===== config.mk =====
export PLATFORM = sky130hd
export DESIGN_NAME = decode_stage
export DESIGN_NICKNAME = d
export VERILOG_FILES = /design/src/rtl/decode_pkg.sv /design/src/rtl/instr_decoder.sv /design/src/rtl/decode_stage.sv
export SDC_FILE = /design/constraint.sdc
export NUM_CORES = 2
export LEC_CHECK = 0
export BUFFER_PORTS_ARGS = -buffer_cell sky130_fd_sc_hd__buf_2
export CAP_MARGIN = 20
export CORE_UTILIZATION = 45
export CTS_BUF_LIST = sky130_fd_sc_hd__clkbuf_8
export DETAILED_ROUTE_END_ITERATION = 8
export PLACE_DENSITY = 0.71
export SLEW_MARGIN = 20
export SYNTH_ARGS = -nofsm -noshare
export SYNTH_HDL_FRONTEND = slang
export SYNTH_SLANG_ARGS = --single-unit

===== constraint.sdc =====
create_clock -name clk -period 3.2 [get_ports clk]
set_input_delay 0 -clock clk [delete_from_list [all_inputs] [get_ports clk]]
set_output_delay 0 -clock clk [all_outputs]
set_load 0.01 [all_outputs]

===== src/rtl/decode_pkg.sv =====
// Shared decode definitions: opcode/ALU constants, the control bundle and its width.
package decode_pkg;

  // Primary opcodes (instruction[31:26])
  localparam logic [5:0] OpRtype = 6'h00;
  localparam logic [5:0] OpJ     = 6'h02;
  localparam logic [5:0] OpJal   = 6'h03;
  localparam logic [5:0] OpBeq   = 6'h04;
  localparam logic [5:0] OpBgtz  = 6'h07;
  localparam logic [5:0] OpAddi  = 6'h08;
  localparam logic [5:0] OpAddiu = 6'h09;
  localparam logic [5:0] OpSlti  = 6'h0A;
  localparam logic [5:0] OpAndi  = 6'h0C;
  localparam logic [5:0] OpOri   = 6'h0D;
  localparam logic [5:0] OpXori  = 6'h0E;
  localparam logic [5:0] OpLui   = 6'h0F;
  localparam logic [5:0] OpLb    = 6'h20;
  localparam logic [5:0] OpLh    = 6'h21;
  localparam logic [5:0] OpLw    = 6'h23;
  localparam logic [5:0] OpLbu   = 6'h24;
  localparam logic [5:0] OpLhu   = 6'h25;
  localparam logic [5:0] OpSb    = 6'h28;
  localparam logic [5:0] OpSh    = 6'h29;
  localparam logic [5:0] OpSw    = 6'h2B;

  // R-type function codes that need special handling
  localparam logic [5:0] FnJr = 6'h08;

  // ALU operations reuse the R-type funct encoding; LUI gets a private code
  localparam logic [5:0] AluAdd  = 6'h20;
  localparam logic [5:0] AluAddu = 6'h21;
  localparam logic [5:0] AluSub  = 6'h22;
  localparam logic [5:0] AluSlt  = 6'h2A;
  localparam logic [5:0] AluLui  = 6'h3F;

  localparam logic [1:0] SizeByte = 2'd0;
  localparam logic [1:0] SizeHalf = 2'd1;
  localparam logic [1:0] SizeWord = 2'd2;

  typedef struct packed {
    logic [5:0] alu_op;
    logic [1:0] access_size;
    logic       byte_s;    // sign-extend sub-word load data
    logic       alu_in_b;  // ALU operand B is the immediate
    logic       d_mem_we;
    logic       rwd;       // write-back data comes from memory
    logic       br;
    logic       jp;
    logic       g_t;       // branch on greater-than-zero
    logic       sign_x;
    logic       nop;
    logic       mem_op;
    logic       link;
    logic       rwe;
    logic       r_dst;
    logic       uses_rt;
    logic       is_load;
  } ctrl_t;

  localparam int unsigned CTRL_W = $bits(ctrl_t);

  // Memory access size from the low opcode bits (x0 byte, x1 half, x3 word)
  function automatic logic [1:0] mem_size(input logic [5:0] op);
    if (op[1:0] == 2'b11) return SizeWord;
    return op[0] ? SizeHalf : SizeByte;
  endfunction

endpackage


===== src/rtl/instr_decoder.sv =====
// Combinational instruction decoder: register fields, extended immediate, control bundle.
module instr_decoder
  import decode_pkg::*;
#(
  parameter int unsigned DATA_W = 32
) (
  input  logic [31:0]       instr_i,
  output logic [4:0]        rs_o,
  output logic [4:0]        rt_o,
  output logic [4:0]        rd_o,
  output logic [DATA_W-1:0] imm_o,
  output ctrl_t             ctrl_o
);

  logic [5:0] op;
  logic [5:0] funct;
  logic       is_nop;

  assign op     = instr_i[31:26];
  assign funct  = instr_i[5:0];
  assign is_nop = (instr_i == 32'h0);
  assign rs_o   = instr_i[25:21];
  assign rt_o   = instr_i[20:16];
  assign rd_o   = instr_i[15:11];

  // Opcode to control bundle; unknown opcodes decode to an inert bundle
  always_comb begin
    ctrl_o     = '0;
    ctrl_o.nop = is_nop;
    case (op)
      OpRtype: begin
        if (funct == FnJr) begin
          ctrl_o.jp = 1'b1;
        end else begin
          ctrl_o.alu_op  = funct;
          ctrl_o.r_dst   = 1'b1;
          ctrl_o.uses_rt = 1'b1;
          ctrl_o.rwe     = !is_nop;
        end
      end
      OpJ: ctrl_o.jp = 1'b1;
      OpJal: begin
        ctrl_o.jp   = 1'b1;
        ctrl_o.link = 1'b1;
        ctrl_o.rwe  = 1'b1;
      end
      OpBeq: begin
        ctrl_o.br      = 1'b1;
        ctrl_o.uses_rt = 1'b1;
        ctrl_o.sign_x  = 1'b1;
        ctrl_o.alu_op  = AluSub;
      end
      OpBgtz: begin
        ctrl_o.br     = 1'b1;
        ctrl_o.g_t    = 1'b1;
        ctrl_o.sign_x = 1'b1;
        ctrl_o.alu_op = AluSlt;
      end
      OpAddi, OpAddiu, OpSlti: begin
        ctrl_o.rwe      = 1'b1;
        ctrl_o.alu_in_b = 1'b1;
        ctrl_o.sign_x   = 1'b1;
        ctrl_o.alu_op   = (op == OpAddi) ? AluAdd : (op == OpAddiu) ? AluAddu : AluSlt;
      end
      OpAndi, OpOri, OpXori: begin
        ctrl_o.rwe      = 1'b1;
        ctrl_o.alu_in_b = 1'b1;
        // andi/ori/xori low opcode bits line up with funct 0x24/0x25/0x26
        ctrl_o.alu_op   = {4'b1001, op[1:0]};
      end
      OpLui: begin
        ctrl_o.rwe      = 1'b1;
        ctrl_o.alu_in_b = 1'b1;
        ctrl_o.alu_op   = AluLui;
      end
      OpLb, OpLh, OpLw, OpLbu, OpLhu: begin
        ctrl_o.rwe         = 1'b1;
        ctrl_o.alu_in_b    = 1'b1;
        ctrl_o.sign_x      = 1'b1;
        ctrl_o.mem_op      = 1'b1;
        ctrl_o.rwd         = 1'b1;
        ctrl_o.is_load     = 1'b1;
        ctrl_o.alu_op      = AluAdd;
        ctrl_o.access_size = mem_size(op);
        ctrl_o.byte_s      = !op[2];
      end
      OpSb, OpSh, OpSw: begin
        ctrl_o.d_mem_we    = 1'b1;
        ctrl_o.mem_op      = 1'b1;
        ctrl_o.alu_in_b    = 1'b1;
        ctrl_o.sign_x      = 1'b1;
        ctrl_o.uses_rt     = 1'b1;
        ctrl_o.alu_op      = AluAdd;
        ctrl_o.access_size = mem_size(op);
      end
      default: ;
    endcase
  end

  assign imm_o = ctrl_o.sign_x ? {{(DATA_W-16){instr_i[15]}}, instr_i[15:0]}
                               : {{(DATA_W-16){1'b0}}, instr_i[15:0]};

endmodule


===== src/rtl/decode_stage.sv =====
// Decode stage: register file, load scoreboard, valid/ready handshake and output register.
// Optional build macro DECODE_WB_BYPASS_EN forwards same-cycle write-back data to operands
// and lets that write-back release a scoreboard stall in the same cycle.
module decode_stage
  import decode_pkg::*;
#(
  parameter int unsigned DATA_W   = 32,
  parameter int unsigned NUM_REGS = 32,
  parameter int unsigned SP_IDX   = 29,
  parameter logic [31:0] SP_RESET = 32'h7FFF_FFF0,
  parameter int unsigned LINK_IDX = NUM_REGS - 1,
  localparam int unsigned AW      = $clog2(NUM_REGS)
) (
  input  logic              clk,
  input  logic              rst_n,
  input  logic              in_valid,
  output logic              in_ready,
  input  logic [31:0]       pc,
  input  logic [31:0]       instruction,
  input  logic              flush,
  input  logic              wb_en,
  input  logic [AW-1:0]     wb_addr,
  input  logic [DATA_W-1:0] wb_data,
  output logic              out_valid,
  input  logic              out_ready,
  output logic [31:0]       out_pc,
  output logic [DATA_W-1:0] out_s1,
  output logic [DATA_W-1:0] out_s2,
  output logic [DATA_W-1:0] out_imm,
  output logic [AW-1:0]     out_dest,
  output ctrl_t             out_ctrl,
  output logic [DATA_W-1:0] stack_pointer
);

  localparam logic [AW-1:0] SpAddr   = AW'(SP_IDX);
  localparam logic [AW-1:0] LinkAddr = AW'(LINK_IDX);

  typedef struct packed {
    logic [31:0]       pc;
    logic [DATA_W-1:0] s1;
    logic [DATA_W-1:0] s2;
    logic [DATA_W-1:0] imm;
    logic [AW-1:0]     dest;
    ctrl_t             ctrl;
  } bundle_t;

  logic [4:0]        rs_f, rt_f, rd_f;
  logic [DATA_W-1:0] imm;
  ctrl_t             ctrl;
  logic [AW-1:0]     rs, rt, rd, dest;
  logic [DATA_W-1:0] s1_val, s2_val;
  logic              s1_busy, s2_busy, stall, xfer;

  logic [DATA_W-1:0] rf_q [NUM_REGS];
  logic [DATA_W-1:0] rf_d [NUM_REGS];
  logic [NUM_REGS-1:0] busy_q, busy_d;
  logic              out_valid_q, out_valid_d;
  bundle_t           bundle_q, bundle_d;

  instr_decoder #(
    .DATA_W(DATA_W)
  ) u_dec (
    .instr_i(instruction),
    .rs_o   (rs_f),
    .rt_o   (rt_f),
    .rd_o   (rd_f),
    .imm_o  (imm),
    .ctrl_o (ctrl)
  );

  assign rs   = AW'(rs_f);
  assign rt   = AW'(rt_f);
  assign rd   = AW'(rd_f);
  assign dest = ctrl.link ? LinkAddr : (ctrl.r_dst ? rd : rt);

  // Operand read; register 0 is hard-wired to zero
  always_comb begin
    s1_val = (rs == '0) ? '0 : rf_q[rs];
    s2_val = (rt == '0) ? '0 : rf_q[rt];
`ifdef DECODE_WB_BYPASS_EN
    if (wb_en && wb_addr == rs && rs != '0) s1_val = wb_data;
    if (wb_en && wb_addr == rt && rt != '0) s2_val = wb_data;
`endif
  end

  // Hazard check: s1 is always treated as read, rt only when the instruction uses it
  always_comb begin
    s1_busy = busy_q[rs];
    s2_busy = busy_q[rt] && ctrl.uses_rt;
`ifdef DECODE_WB_BYPASS_EN
    if (wb_en && wb_addr == rs) s1_busy = 1'b0;
    if (wb_en && wb_addr == rt) s2_busy = 1'b0;
`endif
    stall = s1_busy || s2_busy;
  end

  assign in_ready = !stall && (!out_valid_q || out_ready);
  // flush discards an instruction even if the handshake completed
  assign xfer     = in_valid && in_ready && !flush;

  // Register file write-back; writes to register 0 are dropped
  always_comb begin
    rf_d = rf_q;
    if (wb_en && wb_addr != '0) rf_d[wb_addr] = wb_data;
  end

  // Scoreboard: load issue sets the busy bit, write-back clears it, set wins on collision
  always_comb begin
    busy_d = busy_q;
    if (wb_en) busy_d[wb_addr] = 1'b0;
    if (xfer && ctrl.is_load && dest != '0) busy_d[dest] = 1'b1;
  end

  // Output register: load on transfer, hold while stalled downstream, drop on flush
  always_comb begin
    bundle_d    = bundle_q;
    out_valid_d = out_valid_q;
    if (flush) begin
      out_valid_d = 1'b0;
    end else if (xfer) begin
      out_valid_d   = 1'b1;
      bundle_d.pc   = pc;
      bundle_d.s1   = s1_val;
      bundle_d.s2   = s2_val;
      bundle_d.imm  = imm;
      bundle_d.dest = dest;
      bundle_d.ctrl = ctrl;
    end else if (out_ready) begin
      out_valid_d = 1'b0;
    end
  end

  // State update with asynchronous reset
  always_ff @(posedge clk or negedge rst_n) begin
    if (!rst_n) begin
      out_valid_q <= 1'b0;
      bundle_q    <= '0;
      busy_q      <= '0;
      for (int unsigned i = 0; i < NUM_REGS; i++) begin
        rf_q[i[AW-1:0]] <= (i == SP_IDX) ? DATA_W'(SP_RESET) : '0;
      end
    end else begin
      out_valid_q <= out_valid_d;
      bundle_q    <= bundle_d;
      busy_q      <= busy_d;
      rf_q        <= rf_d;
    end
  end

  assign out_valid     = out_valid_q;
  assign out_pc        = bundle_q.pc;
  assign out_s1        = bundle_q.s1;
  assign out_s2        = bundle_q.s2;
  assign out_imm       = bundle_q.imm;
  assign out_dest      = bundle_q.dest;
  assign out_ctrl      = bundle_q.ctrl;
  assign stack_pointer = rf_q[SpAddr];

endmodule


==> summary.txt <==
Setup path
  – CP arrival: 3.03 ns
  – Crit-path max FO: 18
  – CP required: 3.20 ns
  – Crit path capture type: primary output
  – R2R Setup Slk: 0.43 ns
  – Reg2reg path depth: 7
  – Crit-path cells: mux4_2, mux2i_1, nor2_1, o311ai_4, buf_6, nand2_1, nor2_1, buf_2
  – Largest stage delay on the critical path: 0.46 ns
  – Worst r2r src: out_valid$_DFFE_PN0P_
  – Setup Crit Path Kind: flop to primary output
  – Max stage delay cell, worst path: mux4_2
  – Worst R2R End: out_dest[1]$_DFFE_PN0P_
  – Startpoint types: flop
  – Crit-path most repeated cell: nor2_1

Synthesis
  – Register area share after synthesis: 47.4%
  – Synthesized area: 63,300 um2
  – Async set-or-reset flop fraction in the synthesized netlist: 100%
  – Ys flop type: dfrtp_1
  – Flops & latches, synth: 1,197
  – Synthesized area per cell: 14.4 um2
  – Syn Nets: 4,515
  – Synth Instances: 4,408
  – Post-synth EDFFs: 0
  – Yosys warning total: 0
  – Synth cell types: 62

Clock network
  – Clock Latency Late Sink: 0.95 ns
  – Post-CTS Repair Setup Buffers: 0
  – Longest Clk Path Bufs: 3
  – H-tree Lvls: 4
  – CTS tree: done
  – # clock sinks: 1,197
  – CTS Buf Count: 195
  – Clock edge transition at the registers on the reported setup and hold paths: 0.07 ns
  – Root Buffer: clkbuf_8

STA
  – Worst Max-Slew Pin Slew: 1.13 ns
  – Setup violators final: 0
  – RSZ-0062 raised after global routing: no
  – Setup_tns: 0 ns
  – Final Hold Viols: 0
  – Period utilization: 94.8%
  – Max-slew headroom: 24.2%
  – Final slew viol count: 0
  – Fin crit period: 3.03 ns
  – Highest clock rate: 330 MHz
  – Skew final: 0.0511 ns

Global routing
  – Vias in the first global route: 44,500
  – Total GRT Usage: 29.0%
  – Initial antenna violation count: 10
  – GRT overflow: 0
  – First-pass GRT wire length: 304,000 um
  – Pin count of the biggest net entering global routing: 151

Drt
  – Antenna Nets Post-Route: 0
  – Routed length per instance: 30.4 um
  – Initial DRC count: 4,571
  – Drt drc: 0
  – Total Wirelength: 205,000 um
  – Number of vias per cell: 6.43
  – Via count: 43,400
  – First-pass DRT Iterations: 6

Pwr
  – Leakage power: 32.6 nW
  – P_sw: 13.1 mW
  – Cell Pwr Density: 613 nW/um2
  – Total Power: 44.5 mW
  – Internal: 31.4 mW
  – Combinational fraction of design power: 22.0%
  – VDD IR max: 0.424 mV
  – Switching portion of total power: 29.4%
  – Sequential Power Share: 46.2%
  – Clock power share: 31.7%

Floorplan
  – Rows: 137
  – IO Count: 297
  – Area of the die: 142,000 um2
  – Initial Util: 45.4%
  – Die height: 377 um
  – Core Box Area: 140,000 um2
  – Die Wd: 377 um

Placement
  – Placed Instance Area: 66,600 um2
  – RePlAce Congestion: 0.866
  – Post-DP HPWL: 118,000 um
  – Input/output buffers: 296

Min path
  – Hold EP: out_imm[4]$_DFFE_PN0P_
  – Hold Crit Start: instruction[4]
  – Worst hold path class: input pin to flop
  – Hold Crit Depth: 3

Status
  – Outcome: finished clean

Finish
  – Area grow syn2layout: 14.7%
  – Post-route design area: 72,600 um2
  – Fin nets: 4,811
  – Layout cells sized above 1: 50.8%

Flow run
  – Maxcap violations: 0
how the worst max path moves through the flow:
stage / start / endpoint / slack [ns] / cells past startpoint
floorplan: busy_q[7]$_DFF_PN0_ / out_pc[0]$_DFFE_PN0P_ / 0.94 / 8
global placement: instruction[16] / out_pc[29]$_DFFE_PN0P_ / 0.47 / 8
detailed placement: instruction[16] / out_pc[28]$_DFFE_PN0P_ / 0.45 / 8
CTS: busy_q[4]$_DFF_PN0_ / in_ready / 0.11 / 8
global route: busy_q[0]$_DFF_PN0_ / in_ready / 0.06 / 8
finish: busy_q[0]$_DFF_PN0_ / in_ready / 0.17 / 8
cells in the mapped netlist (28+ instances only):
cell      number  area [um2]
buf_4         74         556
nor2b_1       28         175
o21ai_0       69         345
mux2i_1      266        2660
a22o_1        31         272
a21oi_1       90         450
nand2_1       80         300
buf_1         56         210
o22ai_1       52         325
a22oi_1       36         270
clkbuf_1     300        1130
nor2_1        53         199
mux2_2      1193       13400
nor3_1        44         220
a31oi_1       31         194
mux2_4        66         991
dfrtp_1     1170       29300
buf_2         64         320
mux4_2       406        9140
worst max-delay path: cells and delay by family (launching register included):
family / cells / cell delay [ns]
mux: 2 / 0.63
flops: 1 / 0.40
buf+inv: 2 / 0.39
compound gates: 1 / 0.38
simple gates: 3 / 0.27
per-stage QoR:
step | util (%) | std cells | setup slack [ns] | hold WS (ns)
final | 52.0 | 6750 | 0.167 | 0.0955
after global placement | 47.7 | 6203 | 0.473 | -0.0758
after detailed placement | 47.7 | 6203 | 0.450 | -0.0827
after global routing | 52.0 | 6747 | 0.0569 | 0.102
after CTS | 52.0 | 6745 | 0.109 | 0.00295
after floorplan | - | 4408 | 0.942 | -0.296
cell type report:
cell class	count	area, um2
tap	1876	2350
clock buffer	270	3720
timing repair buffer	613	5020
antenna	5	12.5
clock inverter	92	454
fill	11600	66900
multi-input combinational	2675	31000
inverter	22	82.6
sequential	1197	30000
cells in the final DEF, fill, tap and decap left out, types with 69 or more instances in the layout:
cell,netlist,final
dfrtp_1,1170,1170
mux2_2,1193,1193
a21oi_1,90,90
mux4_2,406,406
buf_2,64,287
inv_1,22,91
clkbuf_8,0,270
dlygate4sd3_1,0,179
buf_4,74,89
o21ai_0,69,69
mux2i_1,266,266
repair_timing:
item	4_1_cts	5_1_grt
hold endpoints to repair	2321	0
endpoints found under the setup margin	0	1
resized for setup	0	1
hold buffers	180	0
power by group through the flow:
stage	sequential, mW	combinational (mW)	clock, mW
6_report	20.6	9.81	14.1
3_5_place_dp	20.7	9.51	0
3_3_place_gp	20.5	9.29	0
5_1_grt	20.9	10.5	15.0
2_1_floorplan	20.0	6.82	0
4_1_cts	20.5	9.75	14.3
logic make-up after synthesis:
logic type      Yosys count  synth area share (%)
compound gates          458                  4.94
xor+xnor                  1                0.0138
buf+inv                 536                  3.98
flops                  1197                  47.4
mux                    1931                  41.4
simple gates            285                  2.24
state kept, by name, summed over array words and instances, names as in the netlist:
register       count
out_valid          1
out_pc            32
rf_q             992
out_imm           17
stack_pointer     32
out_dest           5
out_s2            32
busy_q            32
out_ctrl          22
out_s1            32
per-layer routing:
metal  track usage, %  part of all wire (%)
met1             40.0                    41
met2             42.7                    44
met3             7.65                    10
met4             13.5                   4.6
met5                0                 0.017
(Power assumes the default switching activity.)
